### src/rtl/cnn_cell_mac_seq_pkg.sv
// Shared types and helpers for the sequential CNN cell MAC engine.
package cnn_pkg;

    typedef logic [1:0] state_t;
    localparam state_t ST_IDLE  = 2'd0;
    localparam state_t ST_ACCUM = 2'd1;
    localparam state_t ST_FINAL = 2'd2;
    localparam state_t ST_OUT   = 2'd3;

    localparam logic MODE_RAW = 1'b0;
    localparam logic MODE_Q   = 1'b1;

    // Working width of the round/saturate helper; must cover any accumulator width in use.
    localparam int RS_W = 128;

    typedef struct packed {
        logic                   sat;
        logic signed [RS_W-1:0] val;
    } rs_t;

    function automatic int acc_width(input int width, input int taps);
        return 2 * width + $clog2(2 * taps + 2);
    endfunction

    // Round half up by dropping frac bits, then clip to a signed width-bit range.
    function automatic rs_t round_sat(input logic signed [RS_W-1:0] s,
                                      input int frac, input int width);
        rs_t                    res;
        logic signed [RS_W-1:0] half;
        logic signed [RS_W-1:0] r;
        logic signed [RS_W-1:0] hi;
        logic signed [RS_W-1:0] lo;
        half    = RS_W'(1) <<< (frac - 1);
        r       = (s + half) >>> frac;
        hi      = (RS_W'(1) <<< (width - 1)) - RS_W'(1);
        lo      = ~hi;
        res.sat = 1'b0;
        res.val = r;
        if (r > hi) begin
            res.val = hi;
            res.sat = 1'b1;
        end else if (r < lo) begin
            res.val = lo;
            res.sat = 1'b1;
        end
        return res;
    endfunction

endpackage

### src/rtl/cnn_cell_mac_seq_if.sv
// Operand/result handshake bundle of the CNN cell MAC engine.
interface cnn_cell_mac_seq_if #(
    parameter int WIDTH = 16,
    parameter int TAPS  = 9
);
    logic                    in_valid;
    logic                    in_ready;
    logic                    mode;
    logic [TAPS*WIDTH-1:0]   a_taps;
    logic [TAPS*WIDTH-1:0]   b_taps;
    logic [TAPS*WIDTH-1:0]   y_taps;
    logic [TAPS*WIDTH-1:0]   u_taps;
    logic [WIDTH-1:0]        bias;
    logic                    out_valid;
    logic                    out_ready;
    logic [2*WIDTH-1:0]      out_data;
    logic                    out_sat;

    modport master (
        output in_valid, mode, a_taps, b_taps, y_taps, u_taps, bias, out_ready,
        input  in_ready, out_valid, out_data, out_sat
    );

    modport slave (
        input  in_valid, mode, a_taps, b_taps, y_taps, u_taps, bias, out_ready,
        output in_ready, out_valid, out_data, out_sat
    );
endinterface

### src/rtl/cnn_cell_mac_seq_mac_pair.sv
// Combinational A*Y + B*U for one template tap, full precision.
module cnn_mac_pair #(
    parameter int WIDTH = 16
) (
    input  logic signed [WIDTH-1:0]   i_a,
    input  logic signed [WIDTH-1:0]   i_y,
    input  logic signed [WIDTH-1:0]   i_b,
    input  logic signed [WIDTH-1:0]   i_u,
    output logic signed [2*WIDTH:0]   o_sum
);
    logic signed [2*WIDTH-1:0] w_ay;
    logic signed [2*WIDTH-1:0] w_bu;

    assign w_ay  = (2*WIDTH)'(i_a) * (2*WIDTH)'(i_y);
    assign w_bu  = (2*WIDTH)'(i_b) * (2*WIDTH)'(i_u);
    assign o_sum = (2*WIDTH+1)'(w_ay) + (2*WIDTH+1)'(w_bu);
endmodule

### src/rtl/cnn_cell_mac_seq.sv
// Sequential CNN cell state engine: one A*Y + B*U pair per cycle over TAPS taps.
module cnn_cell_mac_seq
    import cnn_pkg::*;
#(
    parameter int WIDTH = 16,
    parameter int TAPS  = 9,
    parameter int FRAC  = 8,
    parameter int ACC_W = acc_width(WIDTH, TAPS)
) (
    input  logic              clk,
    input  logic              rst,
    cnn_cell_mac_seq_if.slave bus
);
    localparam int IDX_W = (TAPS > 1) ? $clog2(TAPS) : 1;
    localparam int OUT_W = 2 * WIDTH;
    localparam logic [IDX_W-1:0] LAST_IDX = IDX_W'(TAPS - 1);

    state_t                    r_state;
    logic [IDX_W-1:0]          r_idx;
    logic                      r_mode;
    logic [TAPS*WIDTH-1:0]     r_a;
    logic [TAPS*WIDTH-1:0]     r_b;
    logic [TAPS*WIDTH-1:0]     r_y;
    logic [TAPS*WIDTH-1:0]     r_u;
    logic signed [WIDTH-1:0]   r_bias;
    logic signed [ACC_W-1:0]   r_acc;
    logic                      r_out_valid;
    logic signed [OUT_W-1:0]   r_out_data;
    logic                      r_out_sat;

    logic signed [WIDTH-1:0]   w_a;
    logic signed [WIDTH-1:0]   w_b;
    logic signed [WIDTH-1:0]   w_y;
    logic signed [WIDTH-1:0]   w_u;
    logic signed [2*WIDTH:0]   w_pair;
    logic signed [ACC_W-1:0]   w_sum_raw;
    logic signed [ACC_W-1:0]   w_sum_q;
    rs_t                       w_rs;
    logic                      w_unused;

    // Tap select over the latched operand vectors.
    assign w_a = r_a[r_idx*WIDTH +: WIDTH];
    assign w_b = r_b[r_idx*WIDTH +: WIDTH];
    assign w_y = r_y[r_idx*WIDTH +: WIDTH];
    assign w_u = r_u[r_idx*WIDTH +: WIDTH];

    cnn_mac_pair #(.WIDTH(WIDTH)) u_mac (
        .i_a   (w_a),
        .i_y   (w_y),
        .i_b   (w_b),
        .i_u   (w_u),
        .o_sum (w_pair)
    );

    // Mode 1 aligns the integer bias to the Q-format binary point before rounding.
    assign w_sum_raw = r_acc + ACC_W'(r_bias);
    assign w_sum_q   = r_acc + (ACC_W'(r_bias) <<< FRAC);
    assign w_rs      = round_sat(RS_W'(w_sum_q), FRAC, WIDTH);
    assign w_unused  = ^{w_sum_raw[ACC_W-1:OUT_W], w_rs.val[RS_W-1:OUT_W]};

    assign bus.in_ready  = (r_state == ST_IDLE);
    assign bus.out_valid = r_out_valid;
    assign bus.out_data  = r_out_data;
    assign bus.out_sat   = r_out_sat;

    always_ff @(posedge clk) begin
        if (rst) begin
            r_state     <= ST_IDLE;
            r_idx       <= '0;
            r_acc       <= '0;
            r_out_valid <= 1'b0;
            r_out_data  <= '0;
            r_out_sat   <= 1'b0;
        end else begin
            case (r_state)
                ST_IDLE: begin
                    if (bus.in_valid) begin
                        r_a     <= bus.a_taps;
                        r_b     <= bus.b_taps;
                        r_y     <= bus.y_taps;
                        r_u     <= bus.u_taps;
                        r_bias  <= bus.bias;
                        r_mode  <= bus.mode;
                        r_acc   <= '0;
                        r_idx   <= '0;
                        r_state <= ST_ACCUM;
                    end
                end
                ST_ACCUM: begin
                    r_acc <= r_acc + ACC_W'(w_pair);
                    r_idx <= r_idx + 1'b1;
                    if (r_idx == LAST_IDX) begin
                        r_state <= ST_FINAL;
                    end
                end
                ST_FINAL: begin
                    if (r_mode == MODE_Q) begin
                        r_out_data <= OUT_W'(w_rs.val);
                        r_out_sat  <= w_rs.sat;
                    end else begin
                        r_out_data <= OUT_W'(w_sum_raw);
                        r_out_sat  <= 1'b0;
                    end
                    r_out_valid <= 1'b1;
                    r_state     <= ST_OUT;
                end
                ST_OUT: begin
                    if (bus.out_ready) begin
                        r_out_valid <= 1'b0;
                        r_state     <= ST_IDLE;
                    end
                end
                default: r_state <= ST_IDLE;
            endcase
        end
    end
endmodule

### src/flat_wrapper.sv
// flat-port wrapper written by rule: the top's interface ports become plain ports
module cnn_cell_mac_seq_flat import cnn_pkg::*;
#(
    parameter int WIDTH = 16,
    parameter int TAPS  = 9,
    parameter int FRAC  = 8,
    parameter int ACC_W = acc_width(WIDTH, TAPS)
)
  (clk, rst, bus_in_valid, bus_mode, bus_a_taps, bus_b_taps, bus_y_taps, bus_u_taps, bus_bias, bus_out_ready, bus_in_ready, bus_out_valid, bus_out_data, bus_out_sat);
  cnn_cell_mac_seq_if #(.WIDTH(WIDTH), .TAPS(TAPS)) bus_i ();
  input  logic clk;
  input  logic rst;
  input wire logic [$bits(bus_i.in_valid)-1:0] bus_in_valid;
  input wire logic [$bits(bus_i.mode)-1:0] bus_mode;
  input wire logic [$bits(bus_i.a_taps)-1:0] bus_a_taps;
  input wire logic [$bits(bus_i.b_taps)-1:0] bus_b_taps;
  input wire logic [$bits(bus_i.y_taps)-1:0] bus_y_taps;
  input wire logic [$bits(bus_i.u_taps)-1:0] bus_u_taps;
  input wire logic [$bits(bus_i.bias)-1:0] bus_bias;
  input wire logic [$bits(bus_i.out_ready)-1:0] bus_out_ready;
  output wire logic [$bits(bus_i.in_ready)-1:0] bus_in_ready;
  output wire logic [$bits(bus_i.out_valid)-1:0] bus_out_valid;
  output wire logic [$bits(bus_i.out_data)-1:0] bus_out_data;
  output wire logic [$bits(bus_i.out_sat)-1:0] bus_out_sat;
  assign bus_i.in_valid = bus_in_valid;
  assign bus_i.mode = bus_mode;
  assign bus_i.a_taps = bus_a_taps;
  assign bus_i.b_taps = bus_b_taps;
  assign bus_i.y_taps = bus_y_taps;
  assign bus_i.u_taps = bus_u_taps;
  assign bus_i.bias = bus_bias;
  assign bus_i.out_ready = bus_out_ready;
  assign bus_in_ready = bus_i.in_ready;
  assign bus_out_valid = bus_i.out_valid;
  assign bus_out_data = bus_i.out_data;
  assign bus_out_sat = bus_i.out_sat;
  cnn_cell_mac_seq #(.WIDTH(WIDTH), .TAPS(TAPS), .FRAC(FRAC), .ACC_W(ACC_W)) u_core (.clk(clk), .rst(rst), .bus(bus_i));
endmodule
### config.mk
export PLATFORM = sky130hd
export DESIGN_NAME = cnn_cell_mac_seq_flat
export DESIGN_NICKNAME = d
export VERILOG_FILES = /design/src/rtl/cnn_cell_mac_seq_pkg.sv /design/src/rtl/cnn_cell_mac_seq_if.sv /design/src/rtl/cnn_cell_mac_seq_mac_pair.sv /design/src/rtl/cnn_cell_mac_seq.sv /design/src/flat_wrapper.sv
export SDC_FILE = /design/constraint.sdc
export NUM_CORES = 2
export LEC_CHECK = 0
export ABC_AREA = 1
export CAP_MARGIN = 20
export CORE_ASPECT_RATIO = 0.5
export CORE_MARGIN = 8
export CORE_UTILIZATION = 30
export CTS_CLUSTER_SIZE = 25
export DETAILED_ROUTE_END_ITERATION = 16
export DONT_BUFFER_PORTS = 1
export GPL_TIMING_DRIVEN = 0
export RECOVER_POWER = 100
export SLEW_MARGIN = 5
export SYNTH_ARGS = -nofsm -noshare
export SYNTH_HDL_FRONTEND = slang
export SYNTH_SLANG_ARGS = --single-unit
### constraint.sdc
create_clock -name clk -period 45 [get_ports clk]
set_input_delay 9 -clock clk [delete_from_list [all_inputs] [get_ports clk]]
set_output_delay 9 -clock clk [all_outputs]
set_load 0.02 [all_outputs]
==> impl_metrics.csv <==
group,metric,value,unit
timing,rsz0062_at_grt,"false",
layout,drive_above_1_share,3.935,%
clock_tree,clk_root_buffer_cell,"clkbuf_16",
floorplan,start_util,30.15,%
worst_setup_path,critPathMostFrequentCell,"clkbuf_1",
timing,tightest_slew,1.945,ns
synthesis,netlist_area,0.05317,sq mm
layout,multiInputGateArea,0.02832,sq mm
synthesis,muxShareOfSynthArea,0,%
grt,overflow,0,
worst_setup_path,path_delay_family,"buffers and inverters",
synthesis,synth_top_area_cell,"edfxtp_1",
worst_setup_path,start_kind,"input pin",
place,dpl.hpwl,166600,microns
worst_setup_path,slowest_stage,"nor2_1",
grt,grt_max_degree,35,
timing,max_freq,0.05053,GHz
synthesis,syn_inst,5584,
route,via_per_inst,5.018,
route,vias,41090,
route,drt_wl_total,201400,microns
clock_tree,cts_resized,0,
timing,fin_worst_skew,0.05819,ns
floorplan,die_y,313.7,microns
worst_setup_path,crit_arrival,20.11,ns
worst_hold_path,worstHoldPathType,"flop to flop",
layout,layout_common_cells,"1,215 x inv_1, 990 x nand2_1, 680 x fa_1",
worst_setup_path,cp-end-kind,"flop",
clock_tree,clock_path_buffers,3,
synthesis,syn_avg_cell_area,9.522,sq um
timing,period_share,43.98,%
timing,drv_slew,562,
floorplan,die_area,0.1918,sq mm
clock_tree,cts_tree,"done",
clock_tree,clk_pin_slew,0.06,ns
floorplan,core-area,0.1763,sq mm
status,violations,"capacitance limit, slew limit",
clock_tree,cts.hold.buffers_added,0,
layout,ff_latch_area,0.01935,sq mm
layout,nets,7171,
worst_setup_path,crit_chain,"clkbuf_1 > clkbuf_1 > nor2_1 > clkbuf_1 > clkbuf_1 > clkbuf_1 > clkbuf_1 > clkbuf_1 > clkbuf_1 > clkbuf_1",
worst_setup_path,required,45.32,ns
place,place_area,0.05673,sq mm
grt,antenna_found_initial,77,
clock_tree,numClockSinks,670,
synthesis,synth_ff_type,"edfxtp_1",
layout,n_fill_cell,18093,
route,ant_nets,0,
floorplan,pin_count,632,
worst_hold_path,hold_depth,2,
timing,setup-tns-final,0,ns
worst_setup_path,worst_r2r_path_depth,34,
route,wire_per_inst,24.60,microns
grt,track_usage,20.32,%
synthesis,ys_ff_latch,670,
worst_setup_path,r2r-start,"u_core.r_idx[0]",
synthesis,synth-edff-count,593,
synthesis,synthSimpleGateAreaFrac,12.82,%
synthesis,synth_compound_area_share,9.373,%
worst_setup_path,rr_endpoint,"u_core.r_acc[34]",
synthesis,synth.area.top_cells,"edfxtp_1 33%, fa_1 26%, inv_1 8.6%",
layout,fin_area,0.05885,sq mm
timing,fin_crit,19.79,ns
timing,setup_viol,0,
worst_hold_path,hold_start,"u_core.r_acc[26]",
synthesis,synth_cell_types,55,
worst_setup_path,path_buf_inv,9,
worst_setup_path,cp_max_fo,32,
timing,hold_violations,0,
place,gp_congestion,0.9882,
worst_setup_path,r2r_slack,32.01,ns
worst_setup_path,cp_slowest_stage_delay,1.38,ns
layout,area_growth,10.68,%
worst_hold_path,min_delay_worst_endpoint,"u_core.r_acc[26]",
synthesis,synth_top_family_by_area,"adder cells",
clock_tree,htreeDepth,3,
route,drt-initial-drc-count,5236,
synthesis,synth-seq-area-share,36.39,%
floorplan,die_w,611.4,microns
synthesis,synth_fp_nets,7067,
worst_setup_path,startpoint,"rst",
synthesis,synthAdderAreaFrac,30.45,%
grt,grt_pass1_vias,40158,
route,firstDrtPassIters,6,
worst_setup_path,critical_path_class,"input pin to flop",
timing,max-slew-margin-rel,-29.64,%
status,status,"complete, but fails checks",
place,port_buffers,0,
synthesis,synthXorXnorAreaFrac,0.6095,%
route,drc,0,
synthesis,yosysTopAreaCellShare,33.49,%
timing,fin_hold_ws,0.4955,ns
run,maxCapViolations,20,
clock_tree,cts_setup_buffers,0,
synthesis,ys_warn_count,0,
layout,mostFrequentLayoutCell,"inv_1",
grt,grt_pass1_wl,284600,microns
clock_tree,numCtsBuffers,70,
floorplan,rows,109,
synthesis,synthArstFlopShare,0,%
clock_tree,clkLatencyLatePin,0.71,ns
[how the worst max path moves through the flow]
stage,end,slack [ns],cells past startpoint
after floorplan,u_core.r_a[0],9.47,3
after detailed placement,u_core.r_u[74],32.27,10
after global routing,u_core.r_y[39],24.57,10
final,u_core.r_y[72],25.21,10
after CTS,u_core.r_acc[34],32.36,36
after global placement,u_core.r_a[100],-2.61,3
[stage by stage]
stage | std cells | util, % | setup WS (ns)
2_1_floorplan | 5584 | - | 9.468
3_3_place_gp | 7970 | 31.84 | -2.612
6_report | 8188 | 33.37 | 25.21
4_1_cts | 8129 | 33.47 | 32.36
5_1_grt | 8170 | 33.35 | 24.57
3_5_place_dp | 8001 | 32.17 | 32.27
[flip-flops by register name, indices dropped and copies added, names as in the netlist]
register              cells
u_core.r_idx              4
u_core.bus.out_data      32
u_core.r_state            2
u_core.r_y              144
u_core.r_acc             37
u_core.r_b              144
u_core.r_a              144
u_core.bus.out_sat        1
u_core.r_u              144
u_core.r_mode             1
u_core.r_bias            16
u_core.bus.out_valid      1
[worst reg2reg max path: cells and delay by family (launching register included)]
family                   cells  cell delay [ns]
AO/OA/AOI/OAI                8             2.81
buffers and inverters        9             2.77
flip-flops                   1             0.57
adder cells (fa/ha/maj)      9             4.60
AND/OR/NAND/NOR              8             2.10
[layer usage]
layer / vias up / part of all wire, % / track usage [%] / wire (microns)
li1: 17982 / - / - / -
met1: 20309 / 40 / 26.87 / 79920
met2: 2385 / 46 / 32.55 / 92600
met3: 394 / 10 / 4.768 / 20670
met4: 20 / 4.0 / 7.448 / 8087
met5: - / 0.071 / 0 / 142
[cell families (layout without fill, tap and decap cells)]
group	Yosys count	in the layout
AND/OR/NAND/NOR	1661	1661
buffers and inverters	1458	1618
adder cells (fa/ha/maj)	886	886
AO/OA/AOI/OAI	872	872
flip-flops	670	670
XOR/XNOR	37	37
other	0	58
[Yosys cell counts (16+ instances only)]
cell type,instances
o211ai_1,36
ha_1,206
xnor2_1,16
a21oi_1,204
nand3_1,130
nor2_2,17
o21ai_1,71
clkbuf_1,196
fa_1,680
inv_1,1214
o21ai_0,384
inv_2,27
dfxtp_1,77
nor3_1,23
nand4_1,48
o22ai_1,35
edfxtp_1,593
nor2_1,395
o221ai_1,96
xor2_1,21
nand2_1,991
[area by class of cell]
type | instances | area share, %
multi-input cells | 3456 | 48.13
flip-flops and latches | 670 | 32.88
inverters | 1244 | 7.935
well taps | 2386 | 5.073
clock buffers | 77 | 3.057
plain buffers | 214 | 1.429
clock inverters | 51 | 0.8504
repair buffers | 32 | 0.4061
diodes | 58 | 0.2466
Power is left out: the tool's default activity adds up to more than one toggle a clock period on the data nets, which glitch-free logic cannot reach.
